`src/rtl/piso_serializer_amisha_pkg.sv`:
```
// Shared definitions for the parallel-in/serial-out read side of the 8-bit data register.
package piso_serializer_amisha_pkg;

  typedef enum logic {
    ST_IDLE  = 1'b0,
    ST_SHIFT = 1'b1
  } state_t;

endpackage

```
`src/rtl/piso_serializer_amisha.sv`:
```
// Accepts one parallel word over a valid/ready handshake and shifts it out on a registered
// serial line, holding each bit CLKS_PER_BIT clocks, framed by sframe and closed by a done pulse.
module piso_serializer_amisha
  import piso_serializer_amisha_pkg::*;
#(
  parameter int WIDTH        = 8,
  parameter int CLKS_PER_BIT = 4,
  parameter int MSB_FIRST    = 1
) (
  input  logic             clk_amisha,
  input  logic             reset_amisha,
  input  logic             load_valid_amisha,
  output logic             load_ready_amisha,
  input  logic [WIDTH-1:0] d_amisha,
  output logic             sdata_amisha,
  output logic             sframe_amisha,
  output logic             done_amisha
);

  localparam int CNT_W = (CLKS_PER_BIT > 1) ? $clog2(CLKS_PER_BIT) : 1;
  localparam int BIT_W = $clog2(WIDTH);
  localparam logic [CNT_W-1:0] CLK_LAST = CNT_W'(CLKS_PER_BIT - 1);
  localparam logic [BIT_W-1:0] BIT_LAST = BIT_W'(WIDTH - 1);

  state_t           state_q, state_d;
  logic [WIDTH-1:0] shreg_q, shreg_d;
  logic [CNT_W-1:0] clk_cnt_q, clk_cnt_d;
  logic [BIT_W-1:0] bit_cnt_q, bit_cnt_d;
  logic             sdata_d, sframe_d, done_d;
  logic             accept;

  function automatic logic head_bit(input logic [WIDTH-1:0] w);
    return (MSB_FIRST != 0) ? w[WIDTH-1] : w[0];
  endfunction

  function automatic logic [WIDTH-1:0] shift_once(input logic [WIDTH-1:0] w);
    return (MSB_FIRST != 0) ? {w[WIDTH-2:0], 1'b0} : {1'b0, w[WIDTH-1:1]};
  endfunction

  // Ready depends on state alone so there is no combinational path from load_valid.
  assign load_ready_amisha = (state_q == ST_IDLE);
  assign accept            = load_valid_amisha & load_ready_amisha;

  // NOTE: every always_comb output gets a default first so no path leaves it unassigned
  // (which would infer a latch).
  always_comb begin
    state_d   = state_q;
    shreg_d   = shreg_q;
    clk_cnt_d = clk_cnt_q;
    bit_cnt_d = bit_cnt_q;
    done_d    = 1'b0;

    unique case (state_q)
      ST_IDLE: begin
        if (accept) begin
          state_d   = ST_SHIFT;
          shreg_d   = d_amisha;
          clk_cnt_d = '0;
          bit_cnt_d = '0;
        end
      end
      ST_SHIFT: begin
        if (clk_cnt_q == CLK_LAST) begin
          clk_cnt_d = '0;
          if (bit_cnt_q == BIT_LAST) begin
            state_d   = ST_IDLE;
            shreg_d   = '0;
            bit_cnt_d = '0;
            done_d    = 1'b1;
          end else begin
            shreg_d   = shift_once(shreg_q);
            bit_cnt_d = bit_cnt_q + 1'b1;
          end
        end else begin
          clk_cnt_d = clk_cnt_q + 1'b1;
        end
      end
      default: state_d = ST_IDLE;
    endcase

    // Outputs are registered from next-state values so the first bit shows the cycle after accept.
    sframe_d = (state_d == ST_SHIFT);
    sdata_d  = sframe_d & head_bit(shreg_d);
  end

  // NOTE: sequential state uses non-blocking assignments so every register samples
  // the pre-edge values of the others.
  always_ff @(posedge clk_amisha) begin
    if (reset_amisha) begin
      state_q       <= ST_IDLE;
      shreg_q       <= '0;
      clk_cnt_q     <= '0;
      bit_cnt_q     <= '0;
      sdata_amisha  <= 1'b0;
      sframe_amisha <= 1'b0;
      done_amisha   <= 1'b0;
    end else begin
      state_q       <= state_d;
      shreg_q       <= shreg_d;
      clk_cnt_q     <= clk_cnt_d;
      bit_cnt_q     <= bit_cnt_d;
      sdata_amisha  <= sdata_d;
      sframe_amisha <= sframe_d;
      done_amisha   <= done_d;
    end
  end

endmodule

```
`config.mk`:
```
export PLATFORM = sky130hd
export DESIGN_NAME = piso_serializer_amisha
export DESIGN_NICKNAME = d
export VERILOG_FILES = /design/src/rtl/piso_serializer_amisha_pkg.sv /design/src/rtl/piso_serializer_amisha.sv
export SDC_FILE = /design/constraint.sdc
export NUM_CORES = 1
export LEC_CHECK = 0
export ABC_AREA = 1
export CAP_MARGIN = 20
export CORE_UTILIZATION = 48
export DETAILED_ROUTE_END_ITERATION = 6
export GPL_TIMING_DRIVEN = 0
export PLACE_DENSITY = 0.78
export SLEW_MARGIN = 20
export SYNTH_ARGS = -nofsm -noshare
export SYNTH_HDL_FRONTEND = slang
export SYNTH_SLANG_ARGS = --single-unit
```
`constraint.sdc`:
```
create_clock -name clk_amisha -period 1.3 [get_ports clk_amisha]
set_input_delay 0.195 -clock clk_amisha [delete_from_list [all_inputs] [get_ports clk_amisha]]
set_output_delay 0.195 -clock clk_amisha [all_outputs]
set_load 0.005 [all_outputs]
```
==> metrics.txt <==
met3 Use GR=0.0565; Crit Path Category=in -> reg; Final Util=0.719; Syn-to-layout area delta=31.4%; Rel. slew slack=0.802; Die W=41.7 um; clock latency on the worst-skew pair=280 ps; Final setup viols=0; detailed-router iteration count before antenna repair=4; TritonCTS Buffers=3; yosys warns=0; CTS tree=built; Die Y=41.7 um; Post-Synth XOR/XNOR Area=0; total track usage=0.196; met2 Usage GRT=0.281; Critical R2R Launch=bit_cnt_q[0]; maximum clock frequency=0.801 GHz; Lkg Pwr=~0.51 nW; status=completed; crit end category=flop; Cell variety after synth=18; largest net degree at the start of global routing=10; min-delay worst type=reg -> reg; minimum hold slack=between 400 and 500 ps; GRT Residual Overflow=0; unrepaired setup endpoints after global routing=true; post-synthesis simple-gate area fraction=0.360; Tcrit/Tclk final=0.960; Tmin final=1250 ps; share of cells above drive strength 1=0.130; CTS Hold Buffers Added=0; Synth area leader=dfxtp_1; post-placement cell area=just over 900 um^2; starting density of the core=0.548; pwr dens=just over 900 nW/um^2; Mapped Nets=125; Nets=around 150; setup TNS=0 ps; Peak VDD IR=roughly 0.00054 V; Pwr Total=911 uW; Vias/cell=4.82; synthesized area per cell=between 6 and 7 um^2; HP Start=shreg_q[0]; global-route wire length before repair=2550 um; element type at the critical path start=input pin; Synth top area share=0.423; Post-Synth Adder-Cell Area=0.0496; post-synthesis sequential area ratio=0.423; Synth Cell Area=~760 um^2; Post-DP HPWL=1100 um; grt peak-use layer=met2; routed length per instance=10.6 um; Ant. Diodes=0; Core Box Area=1380 um^2; post-synthesis compound-gate area fraction=0.0595; max-slew violations=0; CP Launch Point=reset_amisha; clk sinks=16; # rows=13; synth top area cells=dfxtp_1 (42%), nand2_1 (16%), nand3_1 (9.3%); Residual DRC=0; Vias=703; WL final=around 1600 um; largest family of logic cells by synthesized area=simple AND/OR/NAND/NOR gates; Worst-Margin Slew=296 ps; WP data required=about 1500 ps; clock root cell=clkbuf_4; number of nets with antenna violations after routing=0; Die ar.=1740 um^2; vias in the first global route=565; port buffer count=14; post-synthesis sequential element count=16; initial antenna violation count=0; CTS Buffer Depth=2; post-synthesis instance total=approximately 110; M1 GR Usage=0.266; H-tree lvl count=1; Final Skew=3.24 ps; Max-Cap Viols=0; arrival time worst endpoint=~1400 ps; hold violation count in the final report=0; CP Max Fanout=9; DRT iter0 DRCs=12; RD Place Congestion=0.757; cell area after layout=roughly 990 um^2; clock-pin slew on the worst setup and hold paths=90 ps; post-synthesis mux area share=0; I/O pin cnt=15
layout by cell type (no fill, tap or decap), types with 3 or more instances in the layout:
cell type and instances:
nor2_1 11, clkbuf_4 3, dfxtp_1 15, inv_1 16, clkdlybuf4s50_1 10, nand2_1 32, nand3_1 14, a21oi_1 6
buf_4 4
where the power goes:
group	switching, mW	internal, mW	total [mW]
clock	0.145	0.107	0.252
combinational	0.0681	0.0657	0.134
sequential	0.0136	0.512	0.525
worst max-delay path, cell delays in order:
cell             delay, ps
clkdlybuf4s50_1        640
clkinv_1               330
nand3_1                210
a21oi_1                 50
routing by layer:
metal  wire (um)  share of wire  up-vias
li1            -              -      388
met4           7         0.0045        0
met1         755           0.49      302
met2         728           0.47       11
met5           0              0        -
met3          59          0.038        2
worst paths after layout:
kind,endpoint,depth (start not counted),slack (ps)
max reg2reg,shreg_q[7],7,90
max,sdata_amisha,4,50
min,shreg_q[0],2,470
min reg2reg,shreg_q[0],2,470
registers in the layout, summed over array words and instances, names as in the netlist:
| register | count |
|---|---|
| done_amisha | 1 |
| bit_cnt_q | 3 |
| state_q | 1 |
| clk_cnt_q | 2 |
| sdata_amisha | 1 |
| shreg_q | 8 |
cell families (layout without fill, tap and decap cells):
kind of cell	count (synthesis)	after routing
AND/OR/NAND/NOR	62	62
buffers and inverters	21	41
flip-flops	16	16
AO/OA/AOI/OAI	9	9
adder cells (fa/ha/maj)	3	3
layout make-up:
cell class	instances	area [um^2]
clock buffer	3	22.5
fill	122	388
inverter	20	77.6
multi-input combinational	74	379
sequential	16	324
tap	15	18.8
timing repair buffer	18	173
Yosys cell counts:
cell type	n
nor2_1	11
o21ai_1	1
inv_4	1
nand2_4	1
clkbuf_1	1
a21oi_1	7
clkinv_1	2
nor2_2	1
nand3_1	14
nand4_1	1
inv_2	1
nand2_1	32
inv_1	16
nor2_4	1
o21ai_0	1
dfxtp_1	16
ha_1	3
nand2_2	1
timing repair:
action	CTS	global route
setup endpoints to repair	11	12
buffers inserted	1	3
gates resized for setup	5	6
pin swaps	0	1
gates cloned	0	0
per-stage QoR:
stage / std cells / setup slack (ps)
after floorplan: 111 / 89.9
after global placement: 140 / -194
after detailed placement: 140 / -255
after CTS: 143 / 7.99
after global routing: 146 / -22.2
final: 146 / 52.1
Power figures use the tool's default switching activity.
